### src/rtl/ex_cond_stage.sv
// ex_cond_stage: ARM condition check, NZCV flags register and EX/MEM pipeline register (optional squash counter via EX_COND_SQUASH_CNT_EN)
module ex_cond_stage #(
  parameter int DW = 32,
  parameter int AW = 4
) (
  input  logic          clk,
  input  logic          rst,
  input  logic          RegWriteE,
  input  logic          MemtoRegE,
  input  logic          MemWriteE,
  input  logic          BranchE,
  input  logic [1:0]    FlagWriteE,
  input  logic [3:0]    CondE,
  input  logic [3:0]    ALUFlagsE,
  input  logic [DW-1:0] ALUResultE,
  input  logic [DW-1:0] WriteDataE,
  input  logic [AW-1:0] WA3E,
  input  logic          stallM,
  input  logic          flushM,
  output logic          CondExE,
  output logic          PCSrcE,
  output logic [3:0]    Flags,
  output logic          RegWriteM,
  output logic          MemtoRegM,
  output logic          MemWriteM,
  output logic [DW-1:0] ALUResultM,
  output logic [DW-1:0] WriteDataM,
  output logic [AW-1:0] WA3M
`ifdef EX_COND_SQUASH_CNT_EN
  ,output logic [31:0]  squash_cnt
`endif
);
  logic n, z, c, v;
  logic [15:0] cond_tbl;
  assign {n, z, c, v} = Flags;
  // condition results indexed by CondE; 1111 behaves as AL
  always_comb begin
    cond_tbl = {1'b1, 1'b1, z | (n != v), !z & (n == v), n != v, n == v, !c | z, c & !z,
                !v, v, !n, n, !c, c, !z, z};
    CondExE  = cond_tbl[CondE];
    PCSrcE   = BranchE & CondExE & !flushM;
  end
  // falling-edge EX/MEM register and flags: stall holds, flush kills, failed condition annuls writes
  always_ff @(negedge clk or posedge rst) begin
    if (rst) begin
      Flags      <= '0;
      RegWriteM  <= 1'b0;
      MemtoRegM  <= 1'b0;
      MemWriteM  <= 1'b0;
      ALUResultM <= '0;
      WriteDataM <= '0;
      WA3M       <= '0;
    end else if (!stallM) begin
      if (flushM) begin
        RegWriteM  <= 1'b0;
        MemtoRegM  <= 1'b0;
        MemWriteM  <= 1'b0;
        ALUResultM <= '0;
        WriteDataM <= '0;
        WA3M       <= '0;
      end else begin
        RegWriteM  <= RegWriteE & CondExE;
        MemtoRegM  <= MemtoRegE;
        MemWriteM  <= MemWriteE & CondExE;
        ALUResultM <= ALUResultE;
        WriteDataM <= WriteDataE;
        WA3M       <= WA3E;
        Flags[3:2] <= (FlagWriteE[1] & CondExE) ? ALUFlagsE[3:2] : Flags[3:2];
        Flags[1:0] <= (FlagWriteE[0] & CondExE) ? ALUFlagsE[1:0] : Flags[1:0];
      end
    end
  end
`ifdef EX_COND_SQUASH_CNT_EN
  logic squash;
  assign squash = !stallM & !flushM & !CondExE & (RegWriteE | MemWriteE | BranchE | (|FlagWriteE));
  // counts annulled instructions that would have had a side effect; wraps naturally
  always_ff @(negedge clk or posedge rst) begin
    if (rst) squash_cnt <= '0;
    else if (squash) squash_cnt <= squash_cnt + 32'd1;
  end
`endif
endmodule

### config.mk
export PLATFORM = sky130hd
export DESIGN_NAME = ex_cond_stage
export DESIGN_NICKNAME = d
export VERILOG_FILES = /design/src/rtl/ex_cond_stage.sv
export SDC_FILE = /design/constraint.sdc
export NUM_CORES = 1
export LEC_CHECK = 0
export BUFFER_PORTS_ARGS = -buffer_cell sky130_fd_sc_hd__buf_2
export CAP_MARGIN = 20
export CORE_UTILIZATION = 46
export DETAILED_ROUTE_END_ITERATION = 16
export GPL_ROUTABILITY_DRIVEN = 0
export HOLD_SLACK_MARGIN = 0.12
export PLACE_DENSITY = 0.93
export SYNTH_ARGS = -nofsm -noshare
export SYNTH_HDL_FRONTEND = slang
export SYNTH_SLANG_ARGS = --single-unit
### constraint.sdc
create_clock -name clk -period 5.25 [get_ports clk]
set_clock_uncertainty 0.1 [all_clocks]
set_input_delay 0.525 -clock clk [delete_from_list [all_inputs] [get_ports clk]]
set_output_delay 0.525 -clock clk [all_outputs]
set_load 0.02 [all_outputs]
==> run_results.csv, run 1 <==
group,metric,value,unit
status,outcome,"finished, final reports clean",
route,num_vias,2314,
floorplanning,core,5642,µm²
setup_path,reg2regPathDepth,6,
cts,insertion_delay,320,ps
cts,cts_tree,"done",
power_and_ir_drop,seq_power_share,45.6,%
placed_design,post-place-ws,160.8,ps
floorplanning,rows,27,
final_layout,fin_area,3958,µm²
final_layout,final-seq-area,1877,µm²
yosys,synth_edf_count,0,
yosys,synthArstFlopShare,100.0,%
flow_run,max-cap-violations,0,
final_layout,syn2layout_area_growth,43.06,%
power_and_ir_drop,p_clk_share,32.7,%
placed_design,portBuffers,162,
floorplanning,ios,163,
yosys,avgSynthCellArea,14.33,µm²
timing,grt_setup_unrepaired,"true",
yosys,syn-cell-area,2766,µm²
min_path,min_path_type,"reg2reg",
setup_path,path_class,"reg2out",
yosys,synth_top_cell_by_area,"dfrtn_1",
route,first_pass_iters,4,
timing,setup_viol,0,
power_and_ir_drop,p_leak,2.195,nW
cts,cts-root-buf,"clkbuf_8",
yosys,synth.distinct_cells,20,
power_and_ir_drop,p_int,1.076,mW
yosys,synth_common_cells,"dfrtn_1, a22o_1, clkbuf_1",
route,wl,6806,µm
yosys,ys_ff_latch,75,
power_and_ir_drop,switching_share,27.90,%
placed_design,dp_hpwl,4838,µm
cts,cts_sinks,75,
yosys,synth_nets,279,
final_layout,multi_input_area,844.6,µm²
timing,setup_ws,38.61,ps
power_and_ir_drop,vdd_drop_max,0.2884,mV
timing,finalHoldViolCount,0,
setup_path,cp-start-kind,"flip-flop",
final_layout,layout-drive-gt1-share,54.79,%
cts,clockBufferDepth,2,
power_and_ir_drop,power.switching,0.4164,mW
yosys,synth_top_area_share,67.84,%
min_path,worstHoldPathCells,2,
setup_path,arrival,4590,ps
timing,worst_slew_pin_slew,376.7,ps
yosys,yosys_warnings,0,
grt,first_global_vias,2231,
grt,antenna_found_initial,0,
route,drtAntennaViolNets,0,
cts,cts_made_buffers,9,
floorplanning,start_util,49.04,%
route,post_drt_wl_per_cell,15.57,µm
grt,grt_first_pass_wirelength,10590,µm
grt,grt.overflow.total,0,
cts,htreeDepth,3,
final_layout,nNetsFinal,446,
final_layout,diodes,0,
route,first_iter_violations,52,
grt,track_usage,22.46,%
timing,maxSlewViolCount,0,
floorplanning,dieArea,6328,µm²
floorplanning,die_w,79.55,µm
power_and_ir_drop,pwr-share-comb,21.7,%
setup_path,endpoint_kind,"primary output",
yosys,yosys-top-cells-area,"dfrtn_1, a22o_1, clkbuf_1",
grt,grt_max_degree,76,
yosys,synth_flop_cell,"dfrtn_1",
power_and_ir_drop,powerDensity,377.2,nW/µm²
cts,clkTransAtPathRegs,50,ps
yosys,synth.most_common_cell,"dfrtn_1",
timing,slew_headroom,74.89,%
final_layout,fillers,411,
route,drc,0,
power_and_ir_drop,finalPower,1.493,mW
route,via_per_inst,5.295,
placed_design,dpl_cell_area,3666,µm²
setup_path,cp.required,4620,ps
yosys,synth-seq-area-share,67.84,%
yosys,synth_cells,193,
floorplanning,die_h,79.55,µm
setup_path,path_max_fanout,6,
-- state kept, by name, summed over array words and instances (netlist names) --
name,flops
RegWriteM,1
MemWriteM,1
WriteDataM,32
MemtoRegM,1
Flags,4
WA3M,4
ALUResultM,32
-- layout make-up --
type | instances | share of cell area (%)
clock buffers | 12 | 3.920
clock inverters | 4 | 1.834
inverters | 5 | 0.4742
multi-input cells | 98 | 21.34
flip-flops and latches | 75 | 47.42
well taps | 72 | 2.276
repair buffers | 171 | 22.73
-- cell families (layout without fill, tap and decap cells) --
group | after synthesis | after routing | synth area share [%]
mux | 5 | 5 | 2.442
simple gates | 14 | 14 | 2.397
compound gates | 78 | 78 | 24.29
xor+xnor | 1 | 1 | 0.3167
flops | 75 | 75 | 67.84
buf+inv | 20 | 192 | 2.714
-- power groups by stage --
stage | clock [mW] | sequential [mW] | combinational (mW)
global placement | 0 | 0.682 | 0.289
detailed placement | 0 | 0.688 | 0.298
CTS | 0.499 | 0.680 | 0.314
floorplan | 0 | 0.752 | 0.109
global route | 0.531 | 0.687 | 0.346
finish | 0.488 | 0.681 | 0.324
-- what timing repair did --
item,CTS,global route
buffers inserted,2,2
gates resized for setup,4,6
pin swaps,1,3
endpoints found under the setup margin,2,1
hold buffers,0,0
-- per-layer routing --
metal | global-route usage, % | vias to the layer above | part of all wire (%)
li1 | - | 1070 | -
met1 | 27.28 | 1112 | 41
met2 | 37.86 | 113 | 50
met3 | 4.800 | 19 | 6.3
met4 | 10.91 | 0 | 2.5
met5 | 0 | - | 0
-- through the flow --
| step | util, % | TNS, ps | hold WS, ps | instances |
|---|---|---|---|---|
| 2_1_floorplan | - | 0 | 453.5 | 193 |
| 3_3_place_gp | 64.98 | 0 | 328.6 | 417 |
| 3_5_place_dp | 64.98 | 0 | 329.2 | 417 |
| 4_1_cts | 69.59 | 0 | 330.7 | 435 |
| 5_1_grt | 70.15 | -153.0 | 348.5 | 437 |
| 6_report | 70.15 | 0 | 320.7 | 437 |
-- cell usage in the layout, fill, tap and decap left out --
cell type / count
nand2_1: 6
nor2_4: 1
clkinvlp_4: 1
nor2_2: 1
a311oi_2: 1
nor3b_2: 1
xor2_2: 1
buf_6: 1
inv_1: 3
clkbuf_1: 1
nor3_1: 1
nand2b_1: 1
clkinv_2: 1
nor2_1: 1
o311a_1: 1
o2111ai_1: 2
buf_2: 160
or3_1: 1
bufinv_16: 2
buf_4: 9
clkbuf_8: 11
dfrtn_1: 75
a22o_1: 68
buf_12: 1
nand3_1: 1
mux4_2: 1
o21ai_2: 1
a2bb2oi_2: 1
mux2_2: 4
o21ai_0: 4
inv_2: 2
-- critical path, cell delays in order (launching register included) --
cell and delay, ps:
dfrtn_1 500, mux4_2 290, nor2_2 40, a311oi_2 350
o21ai_2 140, nor3b_2 160, buf_4 160
-- path summary, 6_finish.rpt --
kind	from	to	slack [ps]
max	Flags[2]$_DFFE_NP0P_	PCSrcE	40
min	ALUResultM[24]$_DFFE_NP0N_	ALUResultM[24]$_DFFE_NP0N_	320
max reg2reg	Flags[3]$_DFFE_NP0P_	Flags[3]$_DFFE_NP0P_	3110
min reg2reg	ALUResultM[24]$_DFFE_NP0N_	ALUResultM[24]$_DFFE_NP0N_	320
max in group asynchronous	rst	Flags[0]$_DFFE_NP0P_	2040
min in group asynchronous	rst	WriteDataM[24]$_DFFE_NP0N_	2690
Note: power is estimated with default switching activity, not from simulation.
==> run 2: changes to the inputs <==
--- a/config.mk
+++ b/config.mk
@@ -7,11 +7,11 @@
 export LEC_CHECK = 0
 export BUFFER_PORTS_ARGS = -buffer_cell sky130_fd_sc_hd__buf_2
 export CAP_MARGIN = 20
-export CORE_UTILIZATION = 46
+export CORE_UTILIZATION = 43
 export DETAILED_ROUTE_END_ITERATION = 16
 export GPL_ROUTABILITY_DRIVEN = 0
 export HOLD_SLACK_MARGIN = 0.12
-export PLACE_DENSITY = 0.93
+export PLACE_DENSITY = 0.88
 export SYNTH_ARGS = -nofsm -noshare
 export SYNTH_HDL_FRONTEND = slang
 export SYNTH_SLANG_ARGS = --single-unit
==> constraint.sdc (replaced) <==
create_clock -name clk -period 5.93 [get_ports clk]
set_clock_uncertainty 0.1 [all_clocks]
set_input_delay 0.593 -clock clk [delete_from_list [all_inputs] [get_ports clk]]
set_output_delay 0.593 -clock clk [all_outputs]
set_load 0.02 [all_outputs]
==> run_results.csv, run 2 (synthesis results as in run 1) <==
group,metric,value,unit
status,outcome,"finished, final reports clean",
setup_path,path_max_fanout,4,
final_layout,final_cell_mix,"buf_2, dfrtn_1, a22o_1",
route,wl,6505,µm
cts,cts_sinks,75,
placed_design,placed_cells,418,
grt,track_usage,19.84,%
final_layout,syn2layout_area_growth,40.62,%
placed_design,portBuffers,162,
cts,ctsHoldBuffers,0,
final_layout,instances_no_fill,434,
final_layout,multi_input_area,825.8,µm²
grt,grt_max_degree,76,
final_layout,fin_area,3890,µm²
power_and_ir_drop,vdd_drop_max,0.2096,mV
timing,maxSlewViolCount,0,
timing,worst_slew_pin_slew,710.4,ps
placed_design,dpl_cell_area,3656,µm²
cts,insertion_delay,320,ps
final_layout,layout.cells.most_common,"buf_2",
final_layout,layout-drive-gt1-share,52.65,%
placed_design,dp_hpwl,4548,µm
cts,cts_made_buffers,9,
route,drc,0,
setup_path,arrival,5090,ps
timing,slew_headroom,52.64,%
final_layout,diodes,0,
floorplanning,ios,163,
final_layout,fin_util,64.18,%
flow_run,max-cap-violations,0,
cts,cts_tree,"done",
timing,setup_viol,0,
grt,grt.overflow.total,0,
cts,clockBufferDepth,2,
setup_path,endpoint_kind,"primary output",
route,num_vias,2226,
grt,grt_first_pass_wirelength,9942,µm
power_and_ir_drop,finalPower,1.298,mW
timing,holdWs,333.3,ps
final_layout,final-seq-area,1877,µm²
route,first_pass_iters,4,
floorplanning,die_w,82.21,µm
grt,antenna_found_initial,0,
floorplanning,die_h,82.21,µm
cts,cts-root-buf,"clkbuf_8",
route,via_per_inst,5.129,
setup_path,path_class,"reg2out",
timing,finalHoldViolCount,0,
route,first_iter_violations,47,
final_layout,top_regs,"ALUResultM (32), WriteDataM (32)",
final_layout,nNetsFinal,440,
power_and_ir_drop,powerDensity,333.6,nW/µm²
setup_path,cp-start-kind,"flip-flop",
setup_path,cp.required,5240,ps
grt,first_global_vias,2203,
route,drtAntennaViolNets,0,
route,post_drt_wl_per_cell,14.99,µm
floorplanning,rows,28,
floorplanning,dieArea,6758,µm²
floorplanning,start_util,45.64,%
floorplanning,core,6061,µm²
final_layout,fillers,486,
power_and_ir_drop,p_leak,2.160,nW
min_path,min_path_type,"reg2reg",
cts,htreeDepth,3,
cts,clkTransAtPathRegs,50,ps
run 2: final cells by class:
type,instances,area share (%)
Sequential cell,75,48.25
Timing Repair Buffer,165,21.74
Multi-Input combinational cell,98,21.23
Clock buffer,12,3.988
Tap cell,75,2.412
Clock inverter,4,1.866
Inverter,5,0.5146
run 2: worst max-delay path: stages (launching register included):
cell	delay, ps
dfrtn_1	470
xor2_1	300
a2bb2oi_2	200
a311oi_2	140
o21ai_0	410
nor3b_1	100
buf_2	180
run 2: layer usage:
layer	vias up	global-route usage, %	wire length, µm
met5	-	0	0
met3	18	5.495	424
met1	1041	24.42	2820
li1	1061	-	-
met4	0	9.123	135
met2	106	32.40	3125
run 2: metrics by stage:
| step | setup slack (ps) | setup TNS, ps |
|---|---|---|
| 6_report | 151.2 | 0 |
| 3_5_place_dp | 446.2 | 0 |
| 3_3_place_gp | 577.0 | 0 |
| 4_1_cts | 93.49 | 0 |
| 5_1_grt | -26.40 | -26.40 |
| 2_1_floorplan | 378.0 | 0 |
run 2: path summary, 6_finish.rpt:
path                                       startpoint                    endpoint  slack, ps  depth (start not counted)
setup / recovery                 Flags[3]$_DFFE_NP0P_                      PCSrcE        150                          6
hold / removal             ALUResultM[24]$_DFFE_NP0N_  ALUResultM[24]$_DFFE_NP0N_        330                          2
setup reg to reg                 Flags[3]$_DFFE_NP0P_        Flags[2]$_DFFE_NP0P_       3910                          5
hold reg to reg            ALUResultM[24]$_DFFE_NP0N_  ALUResultM[24]$_DFFE_NP0N_        330                          2
max in group asynchronous                         rst   WriteDataM[3]$_DFFE_NP0N_       2310                          3
min in group asynchronous                         rst         WA3M[2]$_DFFE_NP0N_       3100                          3
run 2: where the power goes:
part	internal, mW	switching, mW	leakage [nW]	total, mW
clock	0.260	0.175	0.113	0.434
sequential	0.566	0.0328	0.973	0.599
combinational	0.111	0.153	1.07	0.264
total	0.937	0.360	2.16	1.30
run 2: repair_timing:
action,CTS,global route
setup buffers,0,0
endpoints found under the setup margin,0,1
gates resized for setup,0,1
==> run 3: changes to the inputs <==
--- a/config.mk
+++ b/config.mk
@@ -7,11 +7,11 @@
 export LEC_CHECK = 0
 export BUFFER_PORTS_ARGS = -buffer_cell sky130_fd_sc_hd__buf_2
 export CAP_MARGIN = 20
-export CORE_UTILIZATION = 43
+export CORE_UTILIZATION = 39
 export DETAILED_ROUTE_END_ITERATION = 16
 export GPL_ROUTABILITY_DRIVEN = 0
 export HOLD_SLACK_MARGIN = 0.12
-export PLACE_DENSITY = 0.88
+export PLACE_DENSITY = 0.85
 export SYNTH_ARGS = -nofsm -noshare
 export SYNTH_HDL_FRONTEND = slang
 export SYNTH_SLANG_ARGS = --single-unit
==> constraint.sdc (replaced) <==
create_clock -name clk -period 4.9 [get_ports clk]
set_clock_uncertainty 0.1 [all_clocks]
set_input_delay 0.49 -clock clk [delete_from_list [all_inputs] [get_ports clk]]
set_output_delay 0.49 -clock clk [all_outputs]
set_load 0.02 [all_outputs]
==> run_results.csv, run 3 (synthesis results as in run 1) <==
group,metric,value,unit
status,outcome,"finished, violations left",
status,violations,"negative setup slack",
setup_path,cp-start-kind,"flip-flop",
floorplanning,core,6832,µm²
power_and_ir_drop,vdd_drop_max,0.2248,mV
grt,grt_first_pass_wirelength,10580,µm
setup_path,path_max_fanout,4,
floorplanning,die_w,86.22,µm
setup_path,slowest_stage,"dfrtn_1",
cts,insertion_delay,320,ps
flow_run,max-cap-violations,0,
floorplanning,dieArea,7434,µm²
setup_path,path_class,"reg2out",
route,num_vias,2293,
placed_design,dpl_cell_area,3702,µm²
timing,grt_setup_unrepaired,"true",
timing,tns,-153.2,ps
cts,htreeDepth,3,
grt,grt_max_degree,58,
setup_path,cp.required,4310,ps
timing,setup_ws,-86.37,ps
grt,first_global_vias,2353,
floorplanning,die_h,86.22,µm
floorplanning,start_util,40.49,%
final_layout,final-seq-area,1877,µm²
setup_path,critPathMostFrequentCell,"buf_4",
grt,grt.overflow.total,0,
floorplanning,ios,163,
cts,clkTransAtPathRegs,50,ps
timing,slew_headroom,58.09,%
timing,holdWs,324.3,ps
cts,cts-root-buf,"clkbuf_8",
final_layout,final_cell_mix,"buf_2, dfrtn_1, a22o_1",
timing,setup_viol,2,
final_layout,diodes,0,
final_layout,syn2layout_area_growth,42.65,%
cts,cts_sinks,75,
floorplanning,rows,30,
cts,clockBufferDepth,2,
cts,cts_made_buffers,9,
power_and_ir_drop,powerDensity,393.6,nW/µm²
cts,ctsHoldBuffers,0,
final_layout,instances_no_fill,458,
setup_path,crit_chain,"xor2_2 > a2bb2oi_2 > o311a_1 > o21ai_2 > buf_4 > inv_1 > buf_4",
final_layout,top_regs,"ALUResultM (32), WriteDataM (32)",
cts,cts_tree,"done",
final_layout,fin_util,57.77,%
final_layout,fillers,573,
route,post_drt_wl_per_cell,14.82,µm
route,first_pass_iters,4,
route,drc,0,
setup_path,cpPeakStageDelay,500,ps
final_layout,fin_area,3946,µm²
placed_design,portBuffers,162,
placed_design,dp_hpwl,4760,µm
setup_path,endpoint_kind,"primary output",
route,wl,6788,µm
timing,maxSlewViolCount,0,
placed_design,placed_cells,441,
route,via_per_inst,5.007,
final_layout,layout.cells.most_common,"buf_2",
grt,track_usage,18.53,%
timing,worst_slew_pin_slew,627.9,ps
final_layout,multi_input_area,842.1,µm²
timing,finalHoldViolCount,0,
final_layout,nNetsFinal,443,
min_path,min_path_type,"reg2reg",
route,first_iter_violations,69,
power_and_ir_drop,p_leak,2.169,nW
route,drtAntennaViolNets,0,
placed_design,post-place-ws,77.39,ps
final_layout,layout-drive-gt1-share,53.87,%
setup_path,arrival,4400,ps
power_and_ir_drop,finalPower,1.553,mW
grt,antenna_found_initial,0,
==> run 3: critical path, delay by kind of cell, from the launching register on <==
family / cells / cell delay (ps)
compound gates: 3 / 690
flops: 1 / 500
xor+xnor: 1 / 120
buf+inv: 3 / 310
==> run 3: repair_timing <==
| item | in CTS | in global routing |
|---|---|---|
| setup buffers | 1 | 0 |
| gates resized for setup | 5 | 1 |
| pin swaps | 1 | 2 |
| setup endpoints to repair | 2 | 2 |
==> run 3: path summary, 6_finish.rpt <==
check                                      start  slack, ps                         end  cells past startpoint
max                         Flags[3]$_DFFE_NP0P_        -90                     CondExE                      7
min                        MemWriteM$_DFFE_NP0N_        320       MemWriteM$_DFFE_NP0N_                      2
max reg2reg                 Flags[3]$_DFFE_NP0P_       2720        Flags[3]$_DFFE_NP0P_                      6
min reg2reg                MemWriteM$_DFFE_NP0N_        320       MemWriteM$_DFFE_NP0N_                      2
max in group asynchronous                    rst       1580  WriteDataM[14]$_DFFE_NP0N_                      3
min in group asynchronous                    rst       2460  WriteDataM[20]$_DFFE_NP0N_                      2
==> run 3: area by class of cell <==
| class | count | share of cell area [%] |
|---|---|---|
| clock buffers | 13 | 4.280 |
| well taps | 96 | 3.044 |
| inverters | 5 | 0.5073 |
| clock inverters | 3 | 1.141 |
| multi-input cells | 98 | 21.34 |
| flip-flops and latches | 75 | 47.56 |
| repair buffers | 168 | 22.13 |
==> run 3: where the power goes <==
group / switching [mW] / internal, mW
clock network: 0.212 / 0.277
registers: 0.0429 / 0.685
logic: 0.191 / 0.144
total: 0.446 / 1.11
==> run 3: layer usage <==
| layer | part of all wire (%) | up-vias | global-route usage, % |
|---|---|---|---|
| met5 | 0 | - | 0 |
| met4 | 1.1 | 0 | 7.576 |
| met3 | 6.3 | 8 | 6.095 |
| met2 | 49 | 101 | 32.03 |
| met1 | 43 | 1122 | 21.20 |
| li1 | - | 1062 | - |
